--- config.mk ---
export PLATFORM = sky130hd
export DESIGN_NAME = fetch_stage
export DESIGN_NICKNAME = d
export VERILOG_FILES = /design/src/rtl/fetch_stage.sv
export SDC_FILE = /design/constraint.sdc
export NUM_CORES = 1
export LEC_CHECK = 0
export BUFFER_PORTS_ARGS = -buffer_cell sky130_fd_sc_hd__buf_2
export CAP_MARGIN = 40
export CORE_ASPECT_RATIO = 0.7
export CORE_MARGIN = 3
export CORE_UTILIZATION = 49
export DETAILED_ROUTE_END_ITERATION = 7
export GPL_TIMING_DRIVEN = 0
export MAX_ROUTING_LAYER = met4
export PLACE_DENSITY_LB_ADDON = 0.15
export SLEW_MARGIN = 25
export SYNTH_ARGS = -nofsm -noshare
export SYNTH_HDL_FRONTEND = slang
export SYNTH_SLANG_ARGS = --single-unit
--- constraint.sdc ---
create_clock -name clk -period 1.7 [get_ports clk]
set_input_delay 0.17 -clock clk [delete_from_list [all_inputs] [get_ports clk]]
set_output_delay 0.17 -clock clk [all_outputs]
set_load 0.02 [all_outputs]
--- src/rtl/fetch_stage.sv ---
// fetch_stage: instruction-fetch stage and IF/ID pipeline register.
// Holds the PC, keeps at most one request outstanding to instruction memory,
// and buffers a response that arrives while decode is stalled.
module fetch_stage #(
    parameter logic [31:0] RESET_PC  = 32'h0000_0000,
    parameter logic [31:0] NOP_INSTR = 32'h0000_0013
) (
    input  logic        clk,
    input  logic        rst,
    input  logic        PCwrite,
    input  logic        IF_IDwrite,
    input  logic        branch_taken,
    input  logic [31:0] branch_target,
    output logic        imem_req,
    output logic [31:0] imem_addr,
    input  logic        imem_ready,
    input  logic        imem_rvalid,
    input  logic [31:0] imem_rdata,
    output logic [31:0] IF_ID_pc,
    output logic [31:0] IF_ID_instr,
    output logic        IF_ID_valid
);

    // FETCH: idle, WAIT: response will be kept, DROP: response will be discarded
    typedef enum logic [1:0] {
        FETCH = 2'd0,
        WAIT  = 2'd1,
        DROP  = 2'd2
    } state_t;

    state_t      state;
    logic [31:0] pc;
    logic [31:0] fetch_pc;
    logic        hold_valid;
    logic [31:0] hold_pc;
    logic [31:0] hold_instr;
    logic        accept;
    logic        kept_rsp;

    assign imem_addr = pc;
    assign accept    = imem_req & imem_ready;
    assign kept_rsp  = (state == WAIT) & imem_rvalid;

    // Issue a fetch when idle, or back-to-back when the pending response can go straight to IF/ID
    always_comb begin
        imem_req = !rst && !branch_taken && PCwrite && !hold_valid &&
                   ((state == FETCH) || ((state == WAIT) && imem_rvalid && IF_IDwrite));
    end

    // Request FSM and PC: a redirect wins over everything and orphans any in-flight response
    always_ff @(posedge clk) begin
        if (rst) begin
            state    <= FETCH;
            pc       <= RESET_PC;
            fetch_pc <= RESET_PC;
        end else if (branch_taken) begin
            pc    <= branch_target;
            state <= ((state != FETCH) && !imem_rvalid) ? DROP : FETCH;
        end else begin
            if (accept) begin
                fetch_pc <= pc;
                pc       <= pc + 32'd4;
                state    <= WAIT;
            end else if ((state != FETCH) && imem_rvalid) begin
                state <= FETCH;
            end
        end
    end

    // IF/ID register and one-entry hold buffer for responses that arrive during a decode stall
    always_ff @(posedge clk) begin
        if (rst) begin
            IF_ID_pc    <= 32'h0000_0000;
            IF_ID_instr <= NOP_INSTR;
            IF_ID_valid <= 1'b0;
            hold_valid  <= 1'b0;
            hold_pc     <= 32'h0000_0000;
            hold_instr  <= NOP_INSTR;
        end else if (branch_taken) begin
            IF_ID_instr <= NOP_INSTR;
            IF_ID_valid <= 1'b0;
            hold_valid  <= 1'b0;
        end else begin
            if (IF_IDwrite && hold_valid) begin
                IF_ID_pc    <= hold_pc;
                IF_ID_instr <= hold_instr;
                IF_ID_valid <= 1'b1;
                hold_valid  <= 1'b0;
            end else if (IF_IDwrite && kept_rsp) begin
                IF_ID_pc    <= fetch_pc;
                IF_ID_instr <= imem_rdata;
                IF_ID_valid <= 1'b1;
            end else if (IF_IDwrite) begin
                IF_ID_instr <= NOP_INSTR;
                IF_ID_valid <= 1'b0;
            end
            if (kept_rsp && (!IF_IDwrite || hold_valid)) begin
                hold_pc    <= fetch_pc;
                hold_instr <= imem_rdata;
                hold_valid <= 1'b1;
            end
        end
    end

endmodule

# Yosys cells after proc, flatten, opt, wreduce, memory -nomap -nowiden
# Index checks and enable logic that the tools add are counted.
[totals] elab_cells=59 regBits=196 input_bits=71 out_inout_bits=98
[classes] addsub=1 bitwise_logic=3 n_reduce_logical=29 mux=16 eq_ne=1
[ops] op="2-to-1 mux 32 bit" n=7
[ops] op="adder 32 x 3 -> 32 bit (second input constant)" n=1
[ops] op="logical AND 1 bit" n=11
[ops] op="2-to-1 mux 2 bit" n=4
[ops] op="nonzero test 2 bit" n=4
[ops] op="AND reduction 2 bit" n=3
[ops] op="nonzero test 3 bit" n=2
[ops] op="logical NOT 1 bit" n=5
[ops] op="2-to-1 mux 1 bit" n=5
[ops] op="AND 1 bit" n=2
[ops] op="equality test 2 x 1 -> 1 bit (second input constant)" n=1
[ops] op="logical NOT 2 bit" n=1
[ops] op="logical OR 1 bit" n=2
[ops] op="OR reduction 2 bit" n=1
[ops] op="NOT 1 bit" n=1

# Logic depth before layout (Yosys ltp)
[logic_depth] depth_word=8 depth_mapped=8 depth_no_buf=6

# Least setup slack after synthesis
# OpenSTA, ideal clock, no wires.
[synth_path] path_kind="reg-to-reg" from="register pc[2], in the netlist imem_addr[2]" to="register pc[22], in the netlist imem_addr[22]" path_stages_with_launch=7 t_required_ns=1.609 slack_ns=-0.350 n_path_buf=0 setup_ns=0.091 period_less_slack_ns=2.050 arrival_ns=1.959 path_cell_list="dfxtp_1 -> ha_1 -> nand3_2 -> nor4_4 -> nand4_1 -> or3_1 -> a311oi_1"
[synth_via] elab_chain_len=3
[synth_rtl] item="start, declared" line="32" source="logic [31:0] pc;"
[synth_rtl] item="start signal, assigned" line="57" source="pc <= branch_target;"
[synth_rtl] item="start signal, assigned" line="62" source="pc <= pc + 32'd4;"
[synth_rtl] item="adder 32 x 3 -> 32 bit" line="62"
[synth_rtl] item="2-to-1 mux 32 bit" line="60" source="if (accept) begin"
[synth_rtl] item="2-to-1 mux 32 bit" line="56" source="end else if (branch_taken) begin"
# Every way passes these cells. The select of a mux whose other input is x is not followed.
# A chain may end at the register's enable or synchronous reset.

# Worst setup path after layout
[layout_path] from="register state[1]" to="register pc[18], in the netlist imem_addr[18]"
[layout_via] elab_chain_len=7 elab_cells_between_ends=8 cone_classes="eq/ne (1); bitwise (1); reduce/logical (6)"
[layout_rtl] item="start, declared" line="31" source="state_t state;"
[layout_rtl] item="start signal, assigned" line="58" source="state <= ((state != FETCH) && !imem_rvalid) ? DROP : FETCH;"
[layout_rtl] item="equality test 2 x 1 -> 1 bit" line="47" source="((state == FETCH) || ((state == WAIT) && imem_rvalid && IF_IDwrite));"
[layout_rtl] item="logical AND 1 bit (2 in a row)" line="47"
[layout_rtl] item="logical OR 1 bit (*)" line="47"
[layout_rtl] item="logical AND 1 bit (*)" line="46" source="imem_req = !rst && !branch_taken && PCwrite && !hold_valid &&"
[layout_rtl] item="AND 1 bit (*)" line="41" source="assign accept = imem_req & imem_ready;"
[layout_rtl] item="nonzero test 2 bit (no line) (*)"
# Every way passes the cells marked *; elsewhere a longest branch is shown, timed or not.

==> results.cfg <==
[clock_network]
cts-buffers-inserted = 17
insertion_delay_ns = 0.44
clock_sinks = 196
cts_tree = yes
clk_pin_slew_ns = 0.07
h-tree-depth = 4
clockBufferDepth = 2
cts-root-buf = clkbuf_16

[final_layout]
num_antenna_cells = 0
stdcell_count = 1521
area_growth_pct = 44.8
drive_gt1_share_pct = 32.9
nets = 1360

[power_and_ir_drop]
p_sw_uw = 2480
comb_power_share_pct = 8.4
power.share.switching_pct = 24.4
finalPower_uw = 10200
internal-power_uw = 7700
p_clk_share_pct = 44.6
power.density_mw_per_mm2 = 874
power_frac_seq_pct = 47.0
power.leakage_uw = 0.00452
ir_drop_uv = 707

[drt]
first_iter_violations = 935
ant_nets = 0
wire_per_inst_um = 19.0
route.detailed.drc = 0
dr.pass1.iters = 6
routed_via_density = 5.86
drt-total-wl_mm = 28.9
vias = 8913

[global_routing]
grt_start_max_net_pins = 17
grt_pass1_vias = 8053
met2_usage_pct = 44.4
antenna_found_initial = 0
grt_pass1_wl_mm = 43.5
grt_util_all_layers_pct = 30.9
grtUsageMet3_pct = 6.92
grt_remaining_overflow = 0
busiest_layer = met2
grtUsageMet1_pct = 44.1

[floorplan]
core_mm2 = 0.0158
row_count = 38
die_h_um = 113
die_w_um = 159
start_util_pct = 51.0
die_area_mm2 = 0.0180
ioPinCount = 169

[timing]
tns_ns = -2.97
worstMarginPinSlew_ns = 0.834
clock.fmax_mhz = 542
period_needed_ns = 1.85
slew_violations = 0
rsz0062_at_grt = true
post-route-period-util_pct = 109
skew_ns = 0.0133
hold_viol_final = 0
maxSlewHeadroom_pct = 44.4
fin_hold_ws_ns = 0.00474
worst_slack_ns = -0.146
setup_viol = 91

[yosys]
ys_warn_count = 0
syn_area_per_cell_um2 = 8.00
synthTopCellsByCount = nand2_1, dfxtp_1, a21oi_1, nor2_1, clkbuf_1
ys_seq_area_share_pct = 48.8
synth.most_common_cell = nand2_1
synth_ff_type = dfxtp_1
synth_fp_nets = 1078
synth.top_cell.area_share_pct = 48.8
synthTopCellsByArea = dfxtp_1, nand2_1, a21oi_1
async_flop_share_pct = 0
synthesis.area_mm2 = 0.00805
synth.distinct_cells = 56
synth_edf_count = 0
yosysTopAreaCell = dfxtp_1
synthCells = 1006
ys_ff_latch = 196

[place]
dp_hpwl_mm = 18.4
place.gp.congestion = 0.930
port_buffers = 168
preCtsSetupSlack_ns = -0.564
dp.cells = 1394

[critical_path]
worstPathMaxFanout = 6
critPathRequiredTime_ns = 2.05
crit_type = flip-flop to flip-flop
crit_arrival_ns = 2.19
cp-end-kind = flip-flop
crit_path_start_kind = flip-flop

[run]
maxCapViolations = 0

[status]
failed_checks = setup timing
status = finished, violations left

[hold_path]
hold_class = input port to flip-flop
-- cell families after synthesis --
kind of cell	share of synthesized area [%]
AND/OR/NAND/NOR	24.7
AO/OA/AOI/OAI	21.1
flip-flops	48.8
buffers and inverters	4.46
multiplexers	0.513
XOR/XNOR	0.218
adder cells (fa/ha/maj)	0.280
-- worst max-delay path: stages, from the launching register on --
cell,delay (ns)
dfxtp_2,0.34
nand4bb_4,0.27
or3_4,0.40
buf_12,0.17
buf_8,0.14
a21oi_1,0.13
o21ai_0,0.11
a31oi_1,0.21
-- final timing paths --
kind,start,endpoint,slack (ns),depth (start not counted)
worst min-delay path,branch_target[17],imem_addr[17],0.005,3
worst min register to register,hold_instr[25],hold_instr[25],0.46,2
worst max register to register,state[1],imem_addr[18],-0.15,7
worst max-delay path,state[1],imem_addr[18],-0.15,7
-- power groups by stage --
stage                     sequential [uW]  clock (uW)  combinational [uW]
final                                4780        4540                 857
after global routing                 4790        4720                 911
after CTS                            4770        4510                 784
after detailed placement             4880           0                 660
after global placement               4880           0                 656
after floorplan                      4940           0                 285
-- placed cells by master (no fill, tap or decap), types with 30 or more instances in the layout --
cell           Yosys  routed
a21oi_2            0      40
a21oi_1          114      74
a311oi_1          34      31
a211oi_1          31      31
dlygate4sd3_1      0      44
nand2_1          247     235
dfxtp_1          196     174
a22oi_1           31      31
clkbuf_1          61      30
nor2_1            88      67
nand3_1           48      46
buf_2             14     174
buf_4              0      35
-- flip-flops by register name, indices dropped and copies added, names as in the netlist --
register / flops
IF_ID_instr: 32
IF_ID_pc: 32
fetch_pc: 32
hold_instr: 32
hold_pc: 32
imem_addr: 32
state: 2
IF_ID_valid: 1
hold_valid: 1
-- metrics by stage --
stage	area, um^2	util [%]
after detailed placement	9230	58.5
after CTS	10800	68.7
after global routing	11600	73.8
final	11600	73.8
after floorplan	8120	-
after global placement	9230	58.5
-- metal layers --
| metal | routed length (um) | share of wire (%) | up-vias |
|---|---|---|---|
| met5 | 0 | 0 | - |
| met4 | 495 | 1.7 | 0 |
| met3 | 3130 | 11 | 51 |
| met2 | 12600 | 44 | 504 |
| met1 | 12700 | 44 | 4253 |
| li1 | - | - | 4105 |
-- timing repair --
item                                   4_1_cts  5_1_grt
gates cloned                                 3        7
hold buffers                                44        0
buffers inserted                            35       10
resized for setup                           80      213
setup endpoints to repair                  181      159
pin swaps                                   18       64
endpoints found under the hold margin       44        0
-- layout make-up --
type / instances / area [um^2]
Buffer: 81 / 593
Clock buffer: 19 / 453
Clock inverter: 13 / 205
Fill cell: 1202 / 4140
Inverter: 8 / 32.5
Multi-Input combinational cell: 719 / 4290
Sequential cell: 196 / 3980
Tap cell: 220 / 275
Timing Repair Buffer: 265 / 1820
Note: power is estimated with default switching activity, not from simulation.
